===== config.mk =====
export PLATFORM = sky130hd
export DESIGN_NAME = rr_decoder_arbiter
export DESIGN_NICKNAME = d
export VERILOG_FILES = /design/src/rtl/arb_pkg.sv /design/src/rtl/gnt_decoder.sv /design/src/rtl/rr_decoder_arbiter.sv
export SDC_FILE = /design/constraint.sdc
export NUM_CORES = 1
export LEC_CHECK = 0
export ABC_AREA = 0
export CORE_ASPECT_RATIO = 0.9
export CORE_MARGIN = 4
export CORE_UTILIZATION = 30
export CTS_CLUSTER_DIAMETER = 50
export DETAILED_ROUTE_END_ITERATION = 6
export SYNTH_ARGS = -nofsm -noshare
export SYNTH_HDL_FRONTEND = slang
export SYNTH_SLANG_ARGS = --single-unit
export TNS_END_PERCENT = 1

===== constraint.sdc =====
create_clock -name clk -period 4 [get_ports clk]
set_input_delay 1 -clock clk [delete_from_list [all_inputs] [get_ports clk]]
set_output_delay 1 -clock clk [all_outputs]
set_load 0.005 [all_outputs]

===== src/rtl/arb_pkg.sv =====
// Shared constants, FSM state encoding and the round-robin search helper
// for the 8-way decoded-resource arbiter.
package arb_pkg;

    localparam int unsigned N     = 8;
    localparam int unsigned IDX_W = 3;

    typedef enum logic {
        StIdle  = 1'b0,
        StGrant = 1'b1
    } arb_state_e;

    typedef struct packed {
        logic             found;
        logic [IDX_W-1:0] idx;
    } win_t;

    // First set request at or after start, wrapping modulo N. Scanning from the
    // far end lets the nearest hit overwrite, so no early exit is needed.
    function automatic win_t next_winner(input logic [N-1:0] req, input logic [IDX_W-1:0] start);
        win_t             w;
        logic [IDX_W-1:0] k;
        w = '0;
        for (int i = N - 1; i >= 0; i--) begin
            k = start + IDX_W'(i);
            if (req[k]) begin
                w.found = 1'b1;
                w.idx   = k;
            end
        end
        return w;
    endfunction

endpackage


===== src/rtl/gnt_decoder.sv =====
// Combinational 3-to-8 decoder with enable; all outputs low when disabled.
module gnt_decoder
    import arb_pkg::*;
(
    input  logic [IDX_W-1:0] idx,
    input  logic             en,
    output logic [N-1:0]     onehot
);

    always_comb begin
        onehot = '0;
        if (en) begin
            onehot[idx] = 1'b1;
        end
    end

endmodule


===== src/rtl/rr_decoder_arbiter.sv =====
// Round-robin arbiter over 8 requesters with a hold limit; drives a registered
// grant index/enable and the decoded one-hot select.
module rr_decoder_arbiter
    import arb_pkg::*;
#(
    parameter int unsigned MAX_HOLD = 4
) (
    input  logic             clk,
    input  logic             rst_n,
    input  logic [N-1:0]     req,
    output logic [IDX_W-1:0] gnt_idx,
    output logic             gnt_en,
    output logic [N-1:0]     gnt,
    output logic             busy
);

    localparam int unsigned HoldMax = (MAX_HOLD == 0) ? 1 : MAX_HOLD;
    localparam int unsigned CntW    = $clog2(HoldMax + 1);

    arb_state_e       state_q, state_d;
    logic [IDX_W-1:0] idx_q, idx_d;
    logic             en_q, en_d;
    logic [IDX_W-1:0] ptr_q, ptr_d;
    logic [CntW-1:0]  cnt_q, cnt_d;

    win_t win_ptr;
    win_t win_idx;
    logic others;

    assign win_ptr = next_winner(req, ptr_q + IDX_W'(1));
    assign win_idx = next_winner(req, idx_q + IDX_W'(1));
    // In StGrant gnt is the holder's one-hot, so this masks out the holder.
    assign others  = |(req & ~gnt);

    always_comb begin
        state_d = state_q;
        idx_d   = idx_q;
        en_d    = en_q;
        ptr_d   = ptr_q;
        cnt_d   = cnt_q;
        unique case (state_q)
            StIdle: begin
                if (win_ptr.found) begin
                    state_d = StGrant;
                    idx_d   = win_ptr.idx;
                    en_d    = 1'b1;
                    ptr_d   = win_ptr.idx;
                    cnt_d   = CntW'(1);
                end
            end
            StGrant: begin
                if (!req[idx_q]) begin
                    if (others) begin
                        idx_d = win_idx.idx;
                        ptr_d = win_idx.idx;
                        cnt_d = CntW'(1);
                    end else begin
                        state_d = StIdle;
                        en_d    = 1'b0;
                    end
                end else if (MAX_HOLD != 0 && cnt_q == CntW'(MAX_HOLD) && others) begin
                    idx_d = win_idx.idx;
                    ptr_d = win_idx.idx;
                    cnt_d = CntW'(1);
                end else if (cnt_q < CntW'(MAX_HOLD)) begin
                    cnt_d = cnt_q + CntW'(1);
                end
            end
            default: begin
                state_d = StIdle;
                en_d    = 1'b0;
            end
        endcase
    end

    always_ff @(posedge clk) begin
        if (!rst_n) begin
            state_q <= StIdle;
            idx_q   <= '0;
            en_q    <= 1'b0;
            ptr_q   <= IDX_W'(N - 1);
            cnt_q   <= '0;
        end else begin
            state_q <= state_d;
            idx_q   <= idx_d;
            en_q    <= en_d;
            ptr_q   <= ptr_d;
            cnt_q   <= cnt_d;
        end
    end

    gnt_decoder u_gnt_decoder (
        .idx    (idx_q),
        .en     (en_q),
        .onehot (gnt)
    );

    assign gnt_idx = idx_q;
    assign gnt_en  = en_q;
    assign busy    = (state_q == StGrant);

endmodule


==> impl_metrics.tcl, run 1 <==
set metrics [dict create \
    min_period_ps 3660 \
    internal_power_w 0.00127 \
    core_mm2 0.00803 \
    worstHoldPathCells 2 \
    track_usage_pct 13.8 \
    grt_pass1_vias 2125 \
    fin_skew_ps 2.16 \
    routedWlPerCell_um 17.3 \
    syn_nets 300 \
    drt_first_iter_violations 223 \
    setup_tns_ps 0 \
    synth_top_family_by_area "multiplexers" \
    finalWirelength_um 6740 \
    ff2ff_path_depth 9 \
    vias 2312 \
    gp_congestion 0.932 \
    pre_cts_ws_ps 139 \
    hold_path.class "reg2reg" \
    dieWidth_um 104 \
    rr_endpoint "ptr_q[0]$_SDFFE_PN1P_" \
    via_per_inst 5.93 \
    max_freq_mhz 273 \
    r2r_slack_ps 490 \
    fp.dieH_um 94.2 \
    switching_share_pct 51.5 \
    slew_headroom_pct 41.1 \
    p_leak_nw 1.04 \
    clk_pin_slew_ps 50 \
    die_area_mm2 0.00978 \
    fin_crit_sh_pct 91.5 \
    synth_ff_type "dfxtp_1" \
    ant_nets 0 \
    final_cell_mix "nor2_1 (24), clkdlybuf4s50_1 (22), nand2_1 (20), mux4_2 (20), mux2i_1 (19)" \
    synth_edf_count 0 \
    fp-row-count 31 \
    cts_tree "yes" \
    async_flop_share_pct 0 \
    rsz0062_at_grt "false" \
    antenna_found_initial 0 \
    grt_pass1_wl_um 11200 \
    syn-cell-area_mm2 0.00248 \
    place_area_mm2 0.00273 \
    pwr-share-comb_pct 88.6 \
    ys_warn_count 0 \
    cts.sinks 11 \
    drv_cap 0 \
    critPathMaxStageDelay_ps 680 \
    first_pass_iters 5 \
    slowest_stage "clkdlybuf4s50_1" \
    initial_core_util_pct 30.9 \
    hold_violations 0 \
    avgSynthCellArea_um2 8.73 \
    worst_slew_pin_slew_ps 884 \
    critPathTopFamily "multiplexers" \
    power_density_mw_per_mm2 940 \
    fin_area_mm2 0.00278 \
    port_buffers 22 \
    synth-compound-area-share_pct 21.3 \
    grt_max_degree 30 \
    p_seq_share_pct 6.9 \
    cp_cell_sequence "clkdlybuf4s50_1, mux4_2, mux2i_1, a21o_1, o21ai_0, mux2_4, nor4_1, o21ai_1" \
    path_class "in2reg" \
    critical_path_buf_inv_count 1 \
    clock_path_buffers 2 \
    grt.overflow.total 0 \
    dp_hpwl_um 4970 \
    seq_area_frac_synth_pct 8.88 \
    synth.mux.area_fraction_pct 34.2 \
    final_common_cell "nor2_1" \
    slew_viol_final 0 \
    yosys.area_share.xor_xnor_pct 5.81 \
    critPathLaunchType "primary input" \
    crit_path_end "ptr_q[0]$_SDFFE_PN1P_" \
    critical_path_depth 8 \
    worstReg2RegStart "ptr_q[0]$_SDFFE_PN1P_" \
    cp_data_arrival_time_ps 3780 \
    cts_root_buffer "clkbuf_8" \
    status "finished, final reports clean" \
    clkLatencyLatePin_ps 240 \
    ir_drop_mv 0.313 \
    cts_buffers 3 \
    ios 23 \
    synthCells 284 \
    yosysUniqueCellTypes 63 \
    cp-startpoint "req[3]" \
    drive_above_1_share_pct 18.6 \
    htreeDepth 1 \
    synth-simple-area-share_pct 18.7 \
    syn2layout_area_growth_pct 12.0 \
    crit_path_end_kind "register" \
    ctsHoldBuffers 0 \
    drcViolationCount 0 \
    power_frac_clock_pct 4.4 \
    final-setup-viol-count 0 \
    antenna_cells 0 \
    nNetsFinal 308 \
    ys_seq_elements 11 \
    critPathRequiredTime_ps 4120 \
    setup_slack_ps 340 \
    crit_fanout 17 \
    postCtsSetupRepairBufs 0 \
    synth_fa_ha_area_share_pct 3.03 \
    cts_resized 0 \
    switchingPower_w 0.00134 \
]
==> Yosys cell counts, types with 2 or more instances <==
cell / instances / area [um2]
a21boi_1: 2 / 15.0
a21oi_1: 14 / 70.1
a22oi_1: 3 / 22.5
a2bb2oi_1: 2 / 17.5
a31oi_1: 2 / 12.5
and2_1: 6 / 37.5
buf_2: 8 / 40.0
buf_4: 2 / 15.0
buf_6: 4 / 45.0
clkbuf_1: 10 / 37.5
dfxtp_1: 11 / 220
ha_1: 6 / 75.1
inv_1: 15 / 56.3
mux2_2: 12 / 135
mux2_4: 3 / 45.0
mux2i_1: 19 / 190
mux4_2: 20 / 450
nand2_1: 20 / 75.1
nand2b_1: 4 / 25.0
nand3_1: 9 / 45.0
nand3b_1: 2 / 15.0
nand4_1: 3 / 18.8
nor2_1: 24 / 90.1
nor2b_1: 4 / 25.0
nor3_1: 5 / 25.0
nor4b_1: 2 / 17.5
nor4bb_1: 3 / 30.0
o2111ai_1: 3 / 26.3
o211a_1: 2 / 20.0
o211ai_1: 3 / 22.5
o21a_1: 2 / 15.0
o21ai_0: 13 / 65.1
o21ai_1: 2 / 10.0
o221ai_1: 2 / 17.5
o22ai_1: 4 / 25.0
o31ai_1: 2 / 15.0
or3_1: 3 / 18.8
or4_1: 2 / 15.0
xnor2_1: 3 / 26.3
xnor3_1: 3 / 67.6
xor2_1: 3 / 26.3
==> power by group through the flow <==
stage / registers (W) / logic, W / clock network, W
2_1_floorplan: 0.000164 / 0.00189 / 0
3_3_place_gp: 0.000182 / 0.00227 / 0
3_5_place_dp: 0.000183 / 0.00228 / 0
4_1_cts: 0.000181 / 0.00228 / 0.000119
5_1_grt: 0.000188 / 0.00253 / 0.000129
6_report: 0.000181 / 0.00231 / 0.000115
==> sequential cells by signal (all words and copies together) (netlist names) <==
register,count
cnt_q,3
ptr_q,3
gnt_en,1
busy,1
gnt_idx,3
==> layer usage <==
metal | wire length [um] | track usage [%] | up-vias | share of wire (%)
li1 | - | - | 1105 | -
met1 | 3360 | 20.8 | 1110 | 50
met2 | 2930 | 20.7 | 89 | 44
met3 | 395 | 2.34 | 8 | 5.9
met4 | 46 | 2.21 | 0 | 0.68
met5 | 0 | 0 | - | 0
==> worst min-delay path by stage <==
stage / slack, ps / startpoint / end
finish: 540 / cnt_q[2]$_SDFFE_PN0P_ / cnt_q[2]$_SDFFE_PN0P_
global route: 560 / cnt_q[2]$_SDFFE_PN0P_ / cnt_q[2]$_SDFFE_PN0P_
CTS: 530 / cnt_q[2]$_SDFFE_PN0P_ / cnt_q[2]$_SDFFE_PN0P_
detailed placement: 520 / cnt_q[2]$_SDFFE_PN0P_ / cnt_q[2]$_SDFFE_PN0P_
global placement: 520 / cnt_q[2]$_SDFFE_PN0P_ / cnt_q[2]$_SDFFE_PN0P_
floorplan: 470 / ptr_q[1]$_SDFFE_PN1P_ / ptr_q[1]$_SDFFE_PN1P_
==> worst min-delay path, cell delays in order, from the launching register on <==
cell     delay (ps)
dfxtp_1         380
a21oi_1          50
nor2_1           70
==> area by class of cell <==
class,instances,area (um2)
Tap cell,99,124
Sequential cell,11,220
Clock buffer,3,41.3
Timing Repair Buffer,29,273
Inverter,15,56.3
Clock inverter,1,5.00
Fill cell,833,5250
Multi-Input combinational cell,232,2060
==> per-stage QoR <==
step                power (W)  util (%)  instances  hold slack, ps
global placement      0.00245      34.0        386             519
detailed placement    0.00246      34.0        386             523
CTS                   0.00258      34.6        390             533
global route          0.00284      34.6        390             555
floorplan             0.00206         -        284             475
finish                0.00261      34.6        390             538
==> kinds of logic (layout without fill, tap and decap cells) <==
kind of cell | Yosys count | after routing
buffers and inverters | 41 | 48
and+or+nand+nor | 90 | 90
adders and majority gates | 6 | 6
AOI/OAI and AO/OA | 71 | 71
DFF | 11 | 11
muxes | 55 | 55
xor gates and xnor gates | 10 | 10
No activity file was read; power rests on OpenSTA's default activity.
==> run 2, diff against run 1 <==
--- a/config.mk
+++ b/config.mk
@@ -7,7 +7,7 @@
 export LEC_CHECK = 0
 export ABC_AREA = 0
 export CORE_ASPECT_RATIO = 0.9
-export CORE_MARGIN = 4
+export CORE_MARGIN = 1.5
 export CORE_UTILIZATION = 30
 export CTS_CLUSTER_DIAMETER = 50
 export DETAILED_ROUTE_END_ITERATION = 6
==> run 2 against run 1 <==
The flow now finishes with violations (design-rule violations). Die area shrank 9.9%. First-iteration DRC count shrank 0.90%. Core utilization grew 0.26 points. Critical path type unchanged. Clock power shrank 5%. Fmax grew 0.19%. Largest cell class unchanged. Clock skew shrank 1.6 ps. Via count grew 0.39%. Register-to-register slack lost 30 ps. Wire length shrank 1.4%.
==> impl_metrics.tcl, run 2 (synthesis results as in run 1) <==
set metrics [dict create \
    min_period_ps 3650 \
    initial_core_util_pct 30.9 \
    hold_path.class "reg2reg" \
    critPathLaunchType "primary input" \
    nNetsFinal 311 \
    grt_pass1_wl_um 11000 \
    critPathRequiredTime_ps 4110 \
    hold_ws_ps 550 \
    slew_viol_final 0 \
    finalPower_w 0.00261 \
    ios 23 \
    antenna_cells 0 \
    cts_tree "yes" \
    postCtsSetupRepairBufs 0 \
    ctsHoldBuffers 0 \
    drcViolationCount 2 \
    max_freq_mhz 274 \
    status "complete, but fails checks" \
    final-setup-viol-count 0 \
    cts_resized 0 \
    syn2layout_area_growth_pct 12.8 \
    drive_above_1_share_pct 19.0 \
    fp.dieH_um 89.2 \
    clk_pin_slew_ps 50 \
    port_buffers 22 \
    finalWirelength_um 6640 \
    gp_congestion 0.933 \
    rsz0062_at_grt "false" \
    drv_cap 0 \
    final_common_cell "nor2_1" \
    path_class "in2reg" \
    die_area_mm2 0.00882 \
    ant_nets 0 \
    drt_first_iter_violations 221 \
    cts_root_buffer "clkbuf_8" \
    slew_headroom_pct 44.3 \
    crit_fanout 9 \
    cts_buffers 3 \
    worst_slew_pin_slew_ps 836 \
    fp-row-count 31 \
    antenna_found_initial 0 \
    violations "design-rule violations" \
    grt_pass1_vias 2125 \
    htreeDepth 1 \
    fin_crit_sh_pct 91.3 \
    grt.overflow.total 0 \
    setup_tns_ps 0 \
    track_usage_pct 15.4 \
    ir_drop_mv 0.231 \
    dp_hpwl_um 4960 \
    final_cell_mix "nor2_1 (24), clkdlybuf4s50_1 (22), nand2_1 (20), mux4_2 (20), mux2i_1 (19)" \
    clock_path_buffers 2 \
    core_mm2 0.00803 \
    vias 2321 \
    grt_max_degree 30 \
    crit_path_end_kind "register" \
    power_density_mw_per_mm2 935 \
    fin_skew_ps 0.550 \
    first_pass_iters 6 \
    clkLatencyLatePin_ps 230 \
    cts.sinks 11 \
    hold_violations 0 \
    fillers 816 \
    cp_data_arrival_time_ps 3760 \
    routedWlPerCell_um 16.9 \
    dieWidth_um 98.8 \
    via_per_inst 5.91 \
    p_leak_nw 1.05 \
]
run 2: routing by layer:
layer,vias to the layer above,GRT usage [%],part of all wire [%]
met5,-,0,0
met2,67,24.5,45
li1,1110,-,-
met1,1140,22.9,50
met4,0,3.64,0.66
met3,4,0.860,4.1
run 2: area by class of cell:
| class | instances | area (um2) | share of cell area [%] |
|---|---|---|---|
| Clock buffer | 4 | 45.0 | 1.61 |
| Inverter | 15 | 56.3 | 2.01 |
| Multi-Input combinational cell | 232 | 2060 | 73.5 |
| Sequential cell | 11 | 220 | 7.87 |
| Tap cell | 99 | 124 | 4.43 |
| Timing Repair Buffer | 32 | 295 | 10.6 |
run 2: stage by stage:
step / utilization (%) / std cells / worst slack, ps / area [um2]
2_1_floorplan: - / 284 / 905 / 2480
3_3_place_gp: 34.3 / 389 / 182 / 2750
3_5_place_dp: 34.3 / 389 / 161 / 2750
4_1_cts: 34.8 / 393 / 408 / 2800
5_1_grt: 34.8 / 393 / 159 / 2800
6_report: 34.8 / 393 / 347 / 2800
run 2: power breakdown:
part | switching [W] | total (W) | internal (W) | leakage [nW]
combinational | 0.00125 | 0.00232 | 0.00107 | 0.936
sequential | 0.0000434 | 0.000184 | 0.000140 | 0.0914
clock | 0.0000395 | 0.000109 | 0.0000698 | 0.0228
run 2: path summary, 6_finish.rpt:
kind | slack (ps) | cells past startpoint | to | startpoint
worst max-delay path | 350 | 9 | ptr_q[0]$_SDFFE_PN1P_ | req[6]
worst min-delay path | 550 | 2 | cnt_q[2]$_SDFFE_PN0P_ | cnt_q[2]$_SDFFE_PN0P_
worst max register to register | 460 | 9 | ptr_q[0]$_SDFFE_PN1P_ | ptr_q[0]$_SDFFE_PN1P_
worst min register to register | 550 | 2 | cnt_q[2]$_SDFFE_PN0P_ | cnt_q[2]$_SDFFE_PN0P_
run 2: worst max-delay path: stages:
cell	delay, ps
clkdlybuf4s50_1	590
buf_4	260
mux4_2	510
mux2i_1	440
nand2_1	100
o211ai_1	160
a211oi_1	100
nor4_1	460
o21ai_1	130
==> run 3, diff against run 2 <==
--- a/config.mk
+++ b/config.mk
@@ -9,8 +9,9 @@
 export CORE_ASPECT_RATIO = 0.9
 export CORE_MARGIN = 1.5
 export CORE_UTILIZATION = 30
-export CTS_CLUSTER_DIAMETER = 50
+export CTS_CLUSTER_DIAMETER = 60
 export DETAILED_ROUTE_END_ITERATION = 6
+export HOLD_SLACK_MARGIN = 0.05
 export SYNTH_ARGS = -nofsm -noshare
 export SYNTH_HDL_FRONTEND = slang
 export SYNTH_SLANG_ARGS = --single-unit
==> results of run 3 <==
The final DEF is identical to that of run 2; final timing and power are the same.
